**src/rtl/emu_clk_rst_seq.sv**
```systemverilog
// Clock-enable and reset sequencer: staggered power-on release of NUM_DOM reset
// domains, per-domain clock-enable dividers and acknowledged runtime domain resets.
module emu_clk_rst_seq #(
  parameter int unsigned NUM_DOM     = 4,
  parameter int unsigned HOLD_CYCLES = 16,
  parameter int unsigned STAGGER     = 4,
  parameter int unsigned DIV_W       = 8
) (
  input  logic                     clk,
  input  logic                     reset,
  input  logic [NUM_DOM*DIV_W-1:0] div_ratio,
  input  logic [NUM_DOM-1:0]       rst_req,
  output logic [NUM_DOM-1:0]       hresetn,
  output logic [NUM_DOM-1:0]       clk_en,
  output logic [NUM_DOM-1:0]       rst_ack,
  output logic                     init_done
);

  localparam int unsigned LAST_REL = HOLD_CYCLES + (NUM_DOM - 1) * STAGGER;
  localparam int unsigned SEQ_W    = $clog2(LAST_REL + 2);
  localparam int unsigned HOLD_W   = $clog2(HOLD_CYCLES + 1);

  typedef enum logic [1:0] {ST_RST, ST_SEQ, ST_RUN} gstate_t;
  typedef enum logic {D_IDLE, D_HOLD} dstate_t;

  gstate_t             state_q, state_d;
  logic [SEQ_W-1:0]    seq_q, seq_d;
  dstate_t             dom_q  [NUM_DOM];
  dstate_t             dom_d  [NUM_DOM];
  logic [HOLD_W-1:0]   hold_q [NUM_DOM];
  logic [HOLD_W-1:0]   hold_d [NUM_DOM];
  logic [DIV_W-1:0]    div_q  [NUM_DOM];
  logic [DIV_W-1:0]    div_d  [NUM_DOM];
  logic [NUM_DOM-1:0]  req_prev_q;
  logic [NUM_DOM-1:0]  req_rise;
  logic [NUM_DOM-1:0]  hresetn_q, hresetn_d;
  logic [NUM_DOM-1:0]  clk_en_q, clk_en_d;
  logic [NUM_DOM-1:0]  rst_ack_q, rst_ack_d;
  logic                init_done_q, init_done_d;

  assign req_rise = rst_req & ~req_prev_q;

  always_comb begin
    logic [DIV_W-1:0] r;
    int unsigned      rel;
    state_d     = state_q;
    seq_d       = seq_q;
    dom_d       = dom_q;
    hold_d      = hold_q;
    div_d       = div_q;
    hresetn_d   = hresetn_q;
    clk_en_d    = '0;
    rst_ack_d   = '0;
    init_done_d = init_done_q;
    r           = '0;
    rel         = 0;

    if (state_q != ST_RUN) begin
      // Releases are decoded from the next count so each hresetn rises exactly on its cycle.
      seq_d   = seq_q + SEQ_W'(1);
      state_d = ST_SEQ;
      for (int unsigned i = 0; i < NUM_DOM; i++) begin
        rel          = HOLD_CYCLES + i * STAGGER;
        hresetn_d[i] = (32'(seq_d) >= rel);
      end
      if (seq_d == SEQ_W'(LAST_REL + 1)) begin
        state_d     = ST_RUN;
        init_done_d = 1'b1;
      end
    end else begin
      for (int unsigned i = 0; i < NUM_DOM; i++) begin
        if (dom_q[i] == D_IDLE) begin
          if (req_rise[i]) begin
            dom_d[i]     = D_HOLD;
            hold_d[i]    = '0;
            hresetn_d[i] = 1'b0;
          end
        end else if (hold_q[i] == HOLD_W'(HOLD_CYCLES - 1)) begin
          dom_d[i]     = D_IDLE;
          hresetn_d[i] = 1'b1;
          rst_ack_d[i] = 1'b1;
        end else begin
          hold_d[i] = hold_q[i] + HOLD_W'(1);
        end
      end
    end

    // Divider restarts at 0 on the first released cycle and wraps on every pulse.
    for (int unsigned i = 0; i < NUM_DOM; i++) begin
      r        = div_ratio[i*DIV_W +: DIV_W];
      div_d[i] = (hresetn_d[i] && hresetn_q[i]) ?
                 (clk_en_q[i] ? '0 : div_q[i] + DIV_W'(1)) : '0;
      clk_en_d[i] = hresetn_d[i] &&
                    ((r <= DIV_W'(1)) || (div_d[i] >= r - DIV_W'(1)));
    end
  end

  always_ff @(posedge clk) begin
    req_prev_q <= rst_req;
    if (reset) begin
      state_q     <= ST_RST;
      seq_q       <= '0;
      hresetn_q   <= '0;
      clk_en_q    <= '0;
      rst_ack_q   <= '0;
      init_done_q <= 1'b0;
      for (int unsigned i = 0; i < NUM_DOM; i++) begin
        dom_q[i]  <= D_IDLE;
        hold_q[i] <= '0;
        div_q[i]  <= '0;
      end
    end else begin
      state_q     <= state_d;
      seq_q       <= seq_d;
      hresetn_q   <= hresetn_d;
      clk_en_q    <= clk_en_d;
      rst_ack_q   <= rst_ack_d;
      init_done_q <= init_done_d;
      dom_q       <= dom_d;
      hold_q      <= hold_d;
      div_q       <= div_d;
    end
  end

  assign hresetn   = hresetn_q;
  assign clk_en    = clk_en_q;
  assign rst_ack   = rst_ack_q;
  assign init_done = init_done_q;

endmodule

```
**config.mk**
```make
export PLATFORM = sky130hd
export DESIGN_NAME = emu_clk_rst_seq
export DESIGN_NICKNAME = d
export VERILOG_FILES = /design/src/rtl/emu_clk_rst_seq.sv
export SDC_FILE = /design/constraint.sdc
export NUM_CORES = 1
export LEC_CHECK = 0
export ABC_AREA = 1
export CAP_MARGIN = 15
export CORE_UTILIZATION = 39
export CTS_BUF_LIST = sky130_fd_sc_hd__clkbuf_4 sky130_fd_sc_hd__clkbuf_8
export CTS_CLUSTER_DIAMETER = 50
export DETAILED_ROUTE_END_ITERATION = 8
export DONT_BUFFER_PORTS = 1
export GPL_TIMING_DRIVEN = 1
export SETUP_SLACK_MARGIN = 0.5
export SKIP_CTS_REPAIR_TIMING = 1
export SLEW_MARGIN = 20
export SYNTH_ARGS = -nofsm -noshare
export SYNTH_HDL_FRONTEND = slang
export SYNTH_SLANG_ARGS = --single-unit
```
**constraint.sdc**
```tcl
create_clock -name clk -period 2.3 [get_ports clk]
set_clock_uncertainty 0.05 [all_clocks]
set_input_delay 0.23 -clock clk [delete_from_list [all_inputs] [get_ports clk]]
set_output_delay 0.23 -clock clk [all_outputs]
set_load 0.1 [all_outputs]
```
# Word-level counts from Yosys, hierarchy flattened
# Cells that the tools add are included.
# W data, S select, Z words.
[totals]
ff_bits = 80
inputBits = 38
output_inout_bits = 13
elab_cells = 139
[classes]
add_sub_neg = 13
magnitude_cmp = 12
n_eq_ne = 10
n_mux = 50
n_bitwise = 7
n_reduce_logical = 25
[ops]
columns = ["cell", "count"]
rows = [
  ["$mux W8", 8],
  ["$mux W5", 12],
  ["$add A8 B1 Y8 const B", 4],
  ["$ge A8 B8 Y1", 4],
  ["$le A8 B1 Y1 const B", 4],
  ["$sub A8 B1 Y8 const B", 4],
  ["$mux W1", 28],
  ["$add A5 B1 Y5 const B", 5],
  ["$eq A5 B4 Y1 const B", 4],
  ["$ge A5 B5 Y1 const B", 4],
  ["$reduce_and A3 Y1", 4],
  ["$reduce_or A3 Y1", 4],
  ["$ne A2 B2 Y1 const B", 5],
  ["$logic_and A1 B1 Y1", 8],
  ["$reduce_bool A2 Y1", 4],
  ["$eq A5 B5 Y1 const B", 1],
  ["$not A1 Y1", 5],
  ["$and A4 B4 Y4", 1],
  ["$logic_or A1 B1 Y1", 4],
  ["$mux W4", 1],
  ["$not A4 Y4", 1],
  ["$mux W2", 1],
  ["$reduce_and A2 Y1", 1],
]

# Longest topological paths before layout
# Gate-level depths: netlist (run 1).
[logic_depth]
depth_word = 10
mapped_depth = 20
depth_no_buf = 19

# Worst setup path after synthesis (run 1)
# Ideal clock, no wire load.
[synth_timing]
kind = "reg-to-reg"
start = "register hresetn_q[3], in the netlist hresetn[3]"
end = "register clk_en_q[3], in the netlist clk_en[3]"
setup_ns = 0.113
arrival_time_ns = 2.340
required_time_ns = 2.137
path_slack_ns = -0.203
path_stages_with_launch = 12
n_path_buf = 1
synth_period_minus_slack_ns = 2.503
cell_sequence = "dfxtp_1 nand2_1 a21oi_2 nand3_4 buf_6 nor2_1 ha_1 a21oi_1 o21a_1 nand3_1 nor2_1 nor2_1"
[synth_rtl]
columns = ["item", "line_no", "rtl"]
rows = [
  ["start: declaration", "36", "logic [NUM_DOM-1:0] hresetn_q, hresetn_d;"],
  ["start signal: assignment", "115", "hresetn_q <= hresetn_d;"],
  ["end signal: assignment", "116", "clk_en_q <= clk_en_d;"],
  ["end: declaration", "37", "logic [NUM_DOM-1:0] clk_en_q, clk_en_d;"],
]

==> flow_summary.json, run 1 <==
{
  "required_ns": 2.48,
  "grt_pass1_wl_um": 17360,
  "port_buffers": 0,
  "holdWs_ns": -0.1022,
  "p_int_mw": 2.172,
  "io_pins": 51,
  "synth_cell_type_count": 38,
  "worst_setup_path_start_kind": "flip-flop",
  "p_leak_nw": 2.540,
  "drv_slew": 0,
  "path_class": "flip-flop to flip-flop",
  "ys_seq_elements": 80,
  "pre_cts_ws_ns": -0.1588,
  "async_reset_ff_share_pct": 0,
  "htreeDepth": 3,
  "clk_pin_slew_worst_paths_ns": 0.08,
  "cp_top_family": "simple AND/OR/NAND/NOR gates",
  "setup_viol": 5,
  "antenna_found_initial": 0,
  "layout.cells.non_filler": 910,
  "outcome": "finished with violations",
  "drv_cap": 0,
  "final_common_cell": "nand2_1",
  "cp_slowest_cell": "dfxtp_2",
  "fmax_mhz": 413.0,
  "clock_power_share_pct": 36.6,
  "fin_ws_ns": -0.1211,
  "p_seq_share_pct": 49.5,
  "dpl.cell_count": 863,
  "syn-num-nets": 765,
  "grtUsageTotal_pct": 16.26,
  "path_common_cell": "nor2_1",
  "syn-cell-area_um2": 4991,
  "drt_iter0_drc": 259,
  "violations": "negative hold slack, negative setup slack",
  "reg2reg_from": "hold_q[1]$_SDFFE_PP0P_",
  "hp-class": "input port to flip-flop",
  "die_area_um2": 13250,
  "p_total_mw": 2.916,
  "core_area_um2": 12260,
  "timing.setup.tns_ns": -0.3275,
  "nNetsFinal": 829,
  "stdcell_area_um2": 6256,
  "synth_warnings": 0,
  "die_width_um": 115.1,
  "grt_max_degree": 51,
  "hold_end": "hold_q[6]$_SDFFE_PP0P_",
  "clk_path_buf_depth": 2,
  "r2r_slack_ns": -0.12,
  "cts_buffers": 9,
  "dp.final_hpwl_um": 7956,
  "rsz0062_at_grt": "yes",
  "routed_wl_um": 11020,
  "synthFlopType": "dfxtp_1",
  "crit_chain": "ha_4 -> inv_4 -> nor3_4 -> ha_2 -> nand2_2 -> inv_2 -> nor2_4 -> a21oi_4 -> nand3_4 -> buf_4 -> nor2_2 -> ha_1 -> nand2_1 -> nor2_1 -> nand4_1 -> nand3_1 -> nor2_1 -> nor2_1",
  "clkSinkCount": 80,
  "powerDensity_nw_per_um2": 466.2,
  "drive_above_1_share_pct": 25.07,
  "final_cell_mix": "nand2_1, nor2_1, inv_1, dfxtp_1, ha_1",
  "synth-edff-count": 0,
  "synthCells": 673,
  "place.gp.congestion": 0.7830,
  "synthToLayoutAreaGrowth_pct": 25.34,
  "ff2ff_path_depth": 18,
  "ant_nets": 0,
  "path_buf_inv": 3,
  "min_period_over_period_pct": 105.3,
  "worstMarginPinSlew_ns": 0.4870,
  "cts-root-buf": "clkbuf_8",
  "grt_pass1_vias": 4059,
  "worstPathArrival_ns": 2.60,
  "drc": 0,
  "cts_tree": "done",
  "insertion_delay_ns": 0.34,
  "rows": 40,
  "p_sw_mw": 0.7447,
  "post_synth.cell_area_avg_um2": 7.416,
  "cp_max_fo": 6,
  "dr.pass1.iters": 4,
  "ir_worst_vdd_uv": 244.7,
  "grt.overflow.total": 0,
  "max_slew_margin_pct": 67.50,
  "slowest_delay_ns": 0.35,
  "viasPerCell": 4.786,
  "hold_viol_final": 47,
  "r2r_end": "clk_en[3]$_SDFF_PP0_",
  "yosysSeqAreaShare_pct": 32.09,
  "placed_area_um2": 5478,
  "p_sw_share_pct": 25.53,
  "min-delay-start": "reset",
  "wl_per_cell_um": 12.11,
  "die_y_um": 115.1,
  "endpoint_kind": "flip-flop",
  "whs_path_depth": 1,
  "diodes": 0,
  "start_util_pct": 40.70,
  "finalCriticalPeriod_ns": 2.421,
  "p_comb_share_pct": 13.9,
  "route.vias.total": 4355,
  "finish.utilization_pct": 51.02
}
[layer usage]
metal	GRT usage (%)	share of wire, %
met1	20.47	48
met2	28.19	49
met3	2.636	2.5
met4	5.455	0.33
met5	0	0
[worst max path at each step]
stage | startpoint | end | slack, ns | cells past startpoint
after global routing | hold_q[1]$_SDFFE_PP0P_ | clk_en[3]$_SDFF_PP0_ | -0.33 | 18
after CTS | hold_q[16]$_SDFFE_PP0P_ | clk_en[0]$_SDFF_PP0_ | -0.17 | 18
after floorplan | hold_q[1]$_SDFFE_PP0P_ | clk_en[3]$_SDFF_PP0_ | 0.00003 | 17
after global placement | hold_q[16]$_SDFFE_PP0P_ | clk_en[0]$_SDFF_PP0_ | -0.12 | 18
final | hold_q[1]$_SDFFE_PP0P_ | clk_en[3]$_SDFF_PP0_ | -0.12 | 18
after detailed placement | hold_q[16]$_SDFFE_PP0P_ | clk_en[0]$_SDFF_PP0_ | -0.16 | 18
[registers in the layout, summed over array words and instances (netlist names)]
register	count
dom_q	4
state_q	2
req_prev_q	4
init_done	1
rst_ack	4
hold_q	20
div_q	32
seq_q	5
clk_en	4
hresetn	4
[logic make-up after synthesis]
| group | Yosys count | synth area share (%) |
|---|---|---|
| xor gates and xnor gates | 49 | 8.599 |
| AOI/OAI and AO/OA | 66 | 7.596 |
| adders and majority gates | 54 | 13.54 |
| buffers and inverters | 109 | 8.749 |
| DFF | 80 | 32.09 |
| and+or+nand+nor | 315 | 29.43 |
[cell type report]
cell class,instances,area [um^2]
flip-flops and latches,80,1625
multi-input cells,487,3293
clock inverters,3,40.04
inverters,98,370.4
clock buffers,13,166.4
repair buffers,61,550.5
fillers,1163,6006
well taps,168,210.2
[cell usage after synthesis, types with 3 or more instances]
| library cell | count | area share, % |
|---|---|---|
| buf_6 | 3 | 0.68 |
| inv_1 | 96 | 7.2 |
| nor2_1 | 104 | 7.8 |
| nor3_2 | 13 | 2.6 |
| dfxtp_1 | 80 | 32 |
| nand3_1 | 32 | 3.2 |
| nand4_1 | 15 | 1.9 |
| xor2_1 | 34 | 6.0 |
| nand2_1 | 108 | 8.1 |
| o22ai_1 | 4 | 0.50 |
| nor3_1 | 28 | 2.8 |
| clkbuf_1 | 5 | 0.38 |
| xnor2_1 | 15 | 2.6 |
| a21oi_1 | 28 | 2.8 |
| o21a_1 | 6 | 0.90 |
| o21ai_0 | 18 | 1.8 |
| ha_1 | 54 | 14 |
[power groups by stage]
stage	registers [mW]	logic [mW]	clock network, mW
after CTS	1.43	0.327	1.10
after global placement	1.46	0.312	0
after floorplan	1.47	0.228	0
after detailed placement	1.46	0.322	0
final	1.44	0.404	1.07
after global routing	1.45	0.456	1.17
Power figures use the tool's default switching activity.
==> inputs of run 2 (changes only) <==
Settings changed: CTS_BUF_LIST sky130_fd_sc_hd__clkbuf_4 sky130_fd_sc_hd__clkbuf_8 to unset.
==> flow_summary.json, run 2 (synthesis results as in run 1) <==
{
  "top_register": "div_q",
  "grtUsageTotal_pct": 16.31,
  "core_area_um2": 12260,
  "routed_wl_um": 10950,
  "die_y_um": 115.1,
  "worstPathArrival_ns": 2.62,
  "finalCriticalPeriod_ns": 2.445,
  "whs_path_depth": 1,
  "start_util_pct": 40.70,
  "dpl.cell_count": 863,
  "max_slew_margin_pct": 65.96,
  "finish.utilization_pct": 51.67,
  "diodes": 0,
  "cts_tree": "done",
  "die_width_um": 115.1,
  "cp_slowest_cell": "dfxtp_2",
  "p_total_mw": 3.310,
  "route.vias.total": 4375,
  "clkSinkCount": 80,
  "wl_per_cell_um": 12.07,
  "grt_pass1_wl_um": 17420,
  "ff2ff_path_depth": 18,
  "viasPerCell": 4.824,
  "required_ns": 2.47,
  "layout.cells.non_filler": 907,
  "r2r_end": "clk_en[3]$_SDFF_PP0_",
  "multi_input_area_um2": 3313,
  "final_cell_mix": "nand2_1, nor2_1, inv_1, dfxtp_1, ha_1",
  "cp_max_fo": 6,
  "path_class": "flip-flop to flip-flop",
  "final_common_cell": "nand2_1",
  "stdcell_area_um2": 6336,
  "dp.final_hpwl_um": 7956,
  "slowest_delay_ns": 0.35,
  "reg2reg_from": "hold_q[1]$_SDFFE_PP0P_",
  "worstMarginPinSlew_ns": 0.5100,
  "fmax_mhz": 409.0,
  "drive_above_1_share_pct": 24.76,
  "endpoint_kind": "flip-flop",
  "rows": 40,
  "nNetsFinal": 826,
  "nFillCells": 1143,
  "cts_buffers": 9,
  "grt_max_degree": 51,
  "p_leak_nw": 2.555,
  "cts-root-buf": "clkbuf_16",
  "grt_pass1_vias": 4093,
  "drt_iter0_drc": 225,
  "min_period_over_period_pct": 106.3,
  "ant_nets": 0,
  "drv_slew": 0,
  "insertion_delay_ns": 0.33,
  "placed_area_um2": 5478,
  "holdWs_ns": -0.09314,
  "r2r_slack_ns": -0.14,
  "drc": 0,
  "clk_pin_slew_worst_paths_ns": 0.06,
  "drv_cap": 0,
  "die_area_um2": 13250,
  "dr.pass1.iters": 4,
  "htreeDepth": 3,
  "synthToLayoutAreaGrowth_pct": 26.95,
  "place.gp.congestion": 0.7830,
  "powerDensity_nw_per_um2": 522.5,
  "crit_chain": "ha_4 -> inv_4 -> nor3_4 -> ha_2 -> nand2_2 -> inv_2 -> nor2_4 -> a21oi_4 -> nand3_4 -> buf_4 -> nor2_2 -> ha_1 -> nand2_1 -> nor2_1 -> nand4_1 -> nand3_1 -> nor2_1 -> nor2_1",
  "fin_ws_ns": -0.1450,
  "setup_viol": 3,
  "antenna_found_initial": 0,
  "rsz0062_at_grt": "yes",
  "path_common_cell": "nor2_1",
  "register_area_um2": 1625,
  "hold_viol_final": 47,
  "hold_end": "hold_q[6]$_SDFFE_PP0P_",
  "largest_reg_flops": 32,
  "port_buffers": 0,
  "hp-class": "input port to flip-flop",
  "grt.overflow.total": 0,
  "outcome": "finished with violations",
  "worst_setup_path_start_kind": "flip-flop",
  "ir_worst_vdd_uv": 405.3,
  "violations": "negative hold slack, negative setup slack",
  "min-delay-start": "reset",
  "clk_path_buf_depth": 2,
  "reg_top3": "div_q (32), hold_q (20), seq_q (5)",
  "io_pins": 51,
  "startpoint": "hold_q[1]$_SDFFE_PP0P_"
}
[run 2: changes by cell type in the layout (fill, tap and decap cells not counted), moves of 2 or more]
| cell | delta |
|---|---|
| clkbuf_16 | +9 |
| clkbuf_8 | -9 |
| buf_6 | -3 |
| clkbuf_1 | +2 |
| clkbuf_4 | -2 |
[run 2: per-stage QoR]
step	setup TNS [ns]	worst slack [ns]
2_1_floorplan	0	0.00002620
3_3_place_gp	-0.1312	-0.1207
4_1_cts	-0.4483	-0.1690
5_1_grt	-0.9148	-0.3395
6_report	-0.2960	-0.1450
3_5_place_dp	-0.3594	-0.1588
[run 2: how the worst max path moves through the flow]
stage                                 endpoint  slack (ns)
after CTS                 clk_en[0]$_SDFF_PP0_       -0.17
after detailed placement  clk_en[0]$_SDFF_PP0_       -0.16
final                     clk_en[3]$_SDFF_PP0_       -0.14
after floorplan           clk_en[3]$_SDFF_PP0_     0.00003
after global routing      clk_en[3]$_SDFF_PP0_       -0.34
after global placement    clk_en[0]$_SDFF_PP0_       -0.12
[run 2: layout make-up]
type / count / share of cell area, %
well taps: 168 / 3.318
inverters: 98 / 5.845
clock inverters: 3 / 0.6319
clock buffers: 13 / 4.107
multi-input cells: 487 / 52.29
repair buffers: 58 / 8.156
flip-flops and latches: 80 / 25.65
[run 2: worst max-delay path: cells and delay by family, from the launching register on]
| family | cells | cell delay, ns |
|---|---|---|
| simple gates | 11 | 0.84 |
| fa+ha+maj | 3 | 0.58 |
| flops | 1 | 0.35 |
| buf+inv | 3 | 0.30 |
| compound gates | 1 | 0.23 |
[run 2: power by group]
part	total (mW)	switching, mW	internal, mW
clock	1.44	0.540	0.897
combinational	0.427	0.237	0.190
sequential	1.45	0.0289	1.42
total	3.31	0.806	2.50
[run 2: routing by layer]
metal / GRT usage [%] / part of all wire, % / routed length [um] / vias up
met5: 0 / 0 / 0 / -
met4: 4.416 / 0.85 / 93 / 0
met3: 3.268 / 2.9 / 319 / 7
met2: 28.39 / 48 / 5225 / 70
met1: 20.44 / 49 / 5310 / 1988
li1: - / - / - / 2310
==> inputs of run 3 (changes only) <==
Settings changed: CORE_UTILIZATION 39 to 58, PLACE_DENSITY set to 0.76, SKIP_LAST_GASP set to 1.
==> flow_summary.json, run 3 (synthesis results as in run 1) <==
{
  "start_util_pct": 60.44,
  "htreeDepth": 3,
  "dp.final_hpwl_um": 7569,
  "p_comb_share_pct": 12.8,
  "endpoint_kind": "flip-flop",
  "worstMarginPinSlew_ns": 0.4826,
  "ir_worst_vdd_uv": 287.7,
  "timing.setup.tns_ns": -0.5741,
  "rows": 33,
  "nNetsFinal": 824,
  "dr.pass1.iters": 5,
  "min_period_over_period_pct": 109.5,
  "place.gp.congestion": 0.8298,
  "layout.cells.non_filler": 842,
  "cts_buffers": 9,
  "fin_ws_ns": -0.2175,
  "hold_viol_final": 48,
  "drive_above_1_share_pct": 26.46,
  "antenna_found_initial": 0,
  "placed_area_um2": 5419,
  "cts-root-buf": "clkbuf_8",
  "p_sw_mw": 0.7619,
  "path_common_cell": "nor2_2",
  "grt_pass1_wl_um": 16900,
  "route.vias.total": 4570,
  "clk_path_buf_depth": 2,
  "max_slew_margin_pct": 67.72,
  "hp-class": "input port to flip-flop",
  "holdWs_ns": -0.1198,
  "grt.overflow.total": 0,
  "slowest_delay_ns": 0.37,
  "diodes": 0,
  "setup_viol": 4,
  "die_y_um": 94.77,
  "p_int_mw": 2.199,
  "path_buf_inv": 2,
  "drv_slew": 0,
  "viasPerCell": 5.428,
  "worst_setup_path_start_kind": "flip-flop",
  "dpl.cell_count": 801,
  "rsz0062_at_grt": "yes",
  "io_pins": 51,
  "stdcell_area_um2": 6276,
  "port_buffers": 0,
  "nFillCells": 624,
  "insertion_delay_ns": 0.35,
  "cp_max_fo": 5,
  "cp_top_family": "simple AND/OR/NAND/NOR gates",
  "worstPathArrival_ns": 2.71,
  "cts_tree": "done",
  "final_cell_mix": "nand2_1, inv_1, nor2_1, dfxtp_1, ha_1",
  "outcome": "finished with violations",
  "path_class": "flip-flop to flip-flop",
  "p_seq_share_pct": 48.4,
  "reg_top3": "div_q (32), hold_q (20), seq_q (5)",
  "top_register": "div_q",
  "largest_reg_flops": 32,
  "ant_nets": 0,
  "required_ns": 2.49,
  "finalCriticalPeriod_ns": 2.518,
  "pre_cts_ws_ns": -0.1387,
  "synthToLayoutAreaGrowth_pct": 25.75,
  "die_area_um2": 8980,
  "clk_pin_slew_worst_paths_ns": 0.08,
  "clock_power_share_pct": 38.9,
  "wl_per_cell_um": 13.70,
  "die_width_um": 94.77,
  "final_common_cell": "nand2_1",
  "violations": "negative hold slack, negative setup slack",
  "grt_max_degree": 51,
  "p_sw_share_pct": 25.73,
  "drc": 0,
  "drv_cap": 0,
  "routed_wl_um": 11530,
  "grt_pass1_vias": 4074,
  "crit_chain": "ha_4 -> inv_2 -> nor3_2 -> ha_2 -> nand2_2 -> inv_2 -> nor2_2 -> a21oi_4 -> nand3_4 -> nor2_2 -> ha_1 -> nand2_1 -> nor2_1 -> nand4_1 -> nand3_2 -> nor2_2 -> nor2_1",
  "cp_slowest_cell": "dfxtp_4",
  "fmax_mhz": 397.2,
  "clkSinkCount": 80,
  "core_area_um2": 8258,
  "drt_iter0_drc": 198,
  "grtUsageTotal_pct": 23.77,
  "p_leak_nw": 2.513,
  "powerDensity_nw_per_um2": 471.8
}
## run 3: changes by cell type in the layout (fill, tap and decap cells not counted), moves of 3 or more
cell / delta
clkbuf_16: -9
clkbuf_8: +8
dfxtp_2: -5
nor2_4: +6
nor2_1: -9
dfxtp_4: +3
nor2_2: +3
ha_4: +4
nor3_2: -5
ha_1: -5
nor3_4: +3
## run 3: stage by stage
stage | hold WS [ns] | util (%) | total power, mW
after floorplan | 0.2077 | - | 1.701
after global placement | 0.2078 | 65.62 | 1.769
after detailed placement | 0.2078 | 65.62 | 1.785
after CTS | -0.1660 | 68.30 | 2.927
after global routing | -0.1408 | 76.00 | 3.095
final | -0.1198 | 76.00 | 2.961
## run 3: power by group through the flow
stage                     clock network [mW]  registers (mW)  logic (mW)
after floorplan                            0            1.47       0.228
after global placement                     0            1.46       0.307
after detailed placement                   0            1.47       0.319
after CTS                               1.17            1.43       0.323
after global routing                    1.24            1.44       0.424
final                                   1.15            1.43       0.378
## run 3: layout make-up
class	count	area, um^2	area share (%)
tap	105	131.4	2.093
inverter	98	370.4	5.901
timing repair buffer	56	499.2	7.955
sequential	80	1630	25.98
multi-input combinational	487	3423	54.55
clock buffer	11	141.4	2.253
clock inverter	5	80.08	1.276
## run 3: worst register-to-register path, stage by stage (launching register included)
cell and delay [ns]:
dfxtp_4 0.37, ha_4 0.13, inv_2 0.03, nor3_2 0.16, ha_2 0.20, nand2_2 0.06, inv_2 0.05, nor2_2 0.04
a21oi_4 0.24, nand3_4 0.18, nor2_2 0.16, ha_1 0.24, nand2_1 0.08, nor2_1 0.06, nand4_1 0.09, nand3_2 0.08
nor2_2 0.12, nor2_1 0.05
## run 3: layer usage
metal  up-vias  track usage, %  wire [um]
met2       101           41.97       5900
met3        15           4.589        467
met1      2157           29.07       5024
met5         -               0          0
met4         0           7.071        141
li1       2297               -          -
## run 3: final timing paths
kind	start	to	slack (ns)	cells after the start
worst max-delay path	hold_q[0]$_SDFFE_PP0P_	clk_en[3]$_SDFF_PP0_	-0.22	17
worst min-delay path	reset	div_q[15]$_SDFF_PP0_	-0.12	1
worst max register to register	hold_q[0]$_SDFFE_PP0P_	clk_en[3]$_SDFF_PP0_	-0.22	17
worst min register to register	seq_q[4]$_SDFFE_PP0N_	seq_q[4]$_SDFFE_PP0N_	0.42	2
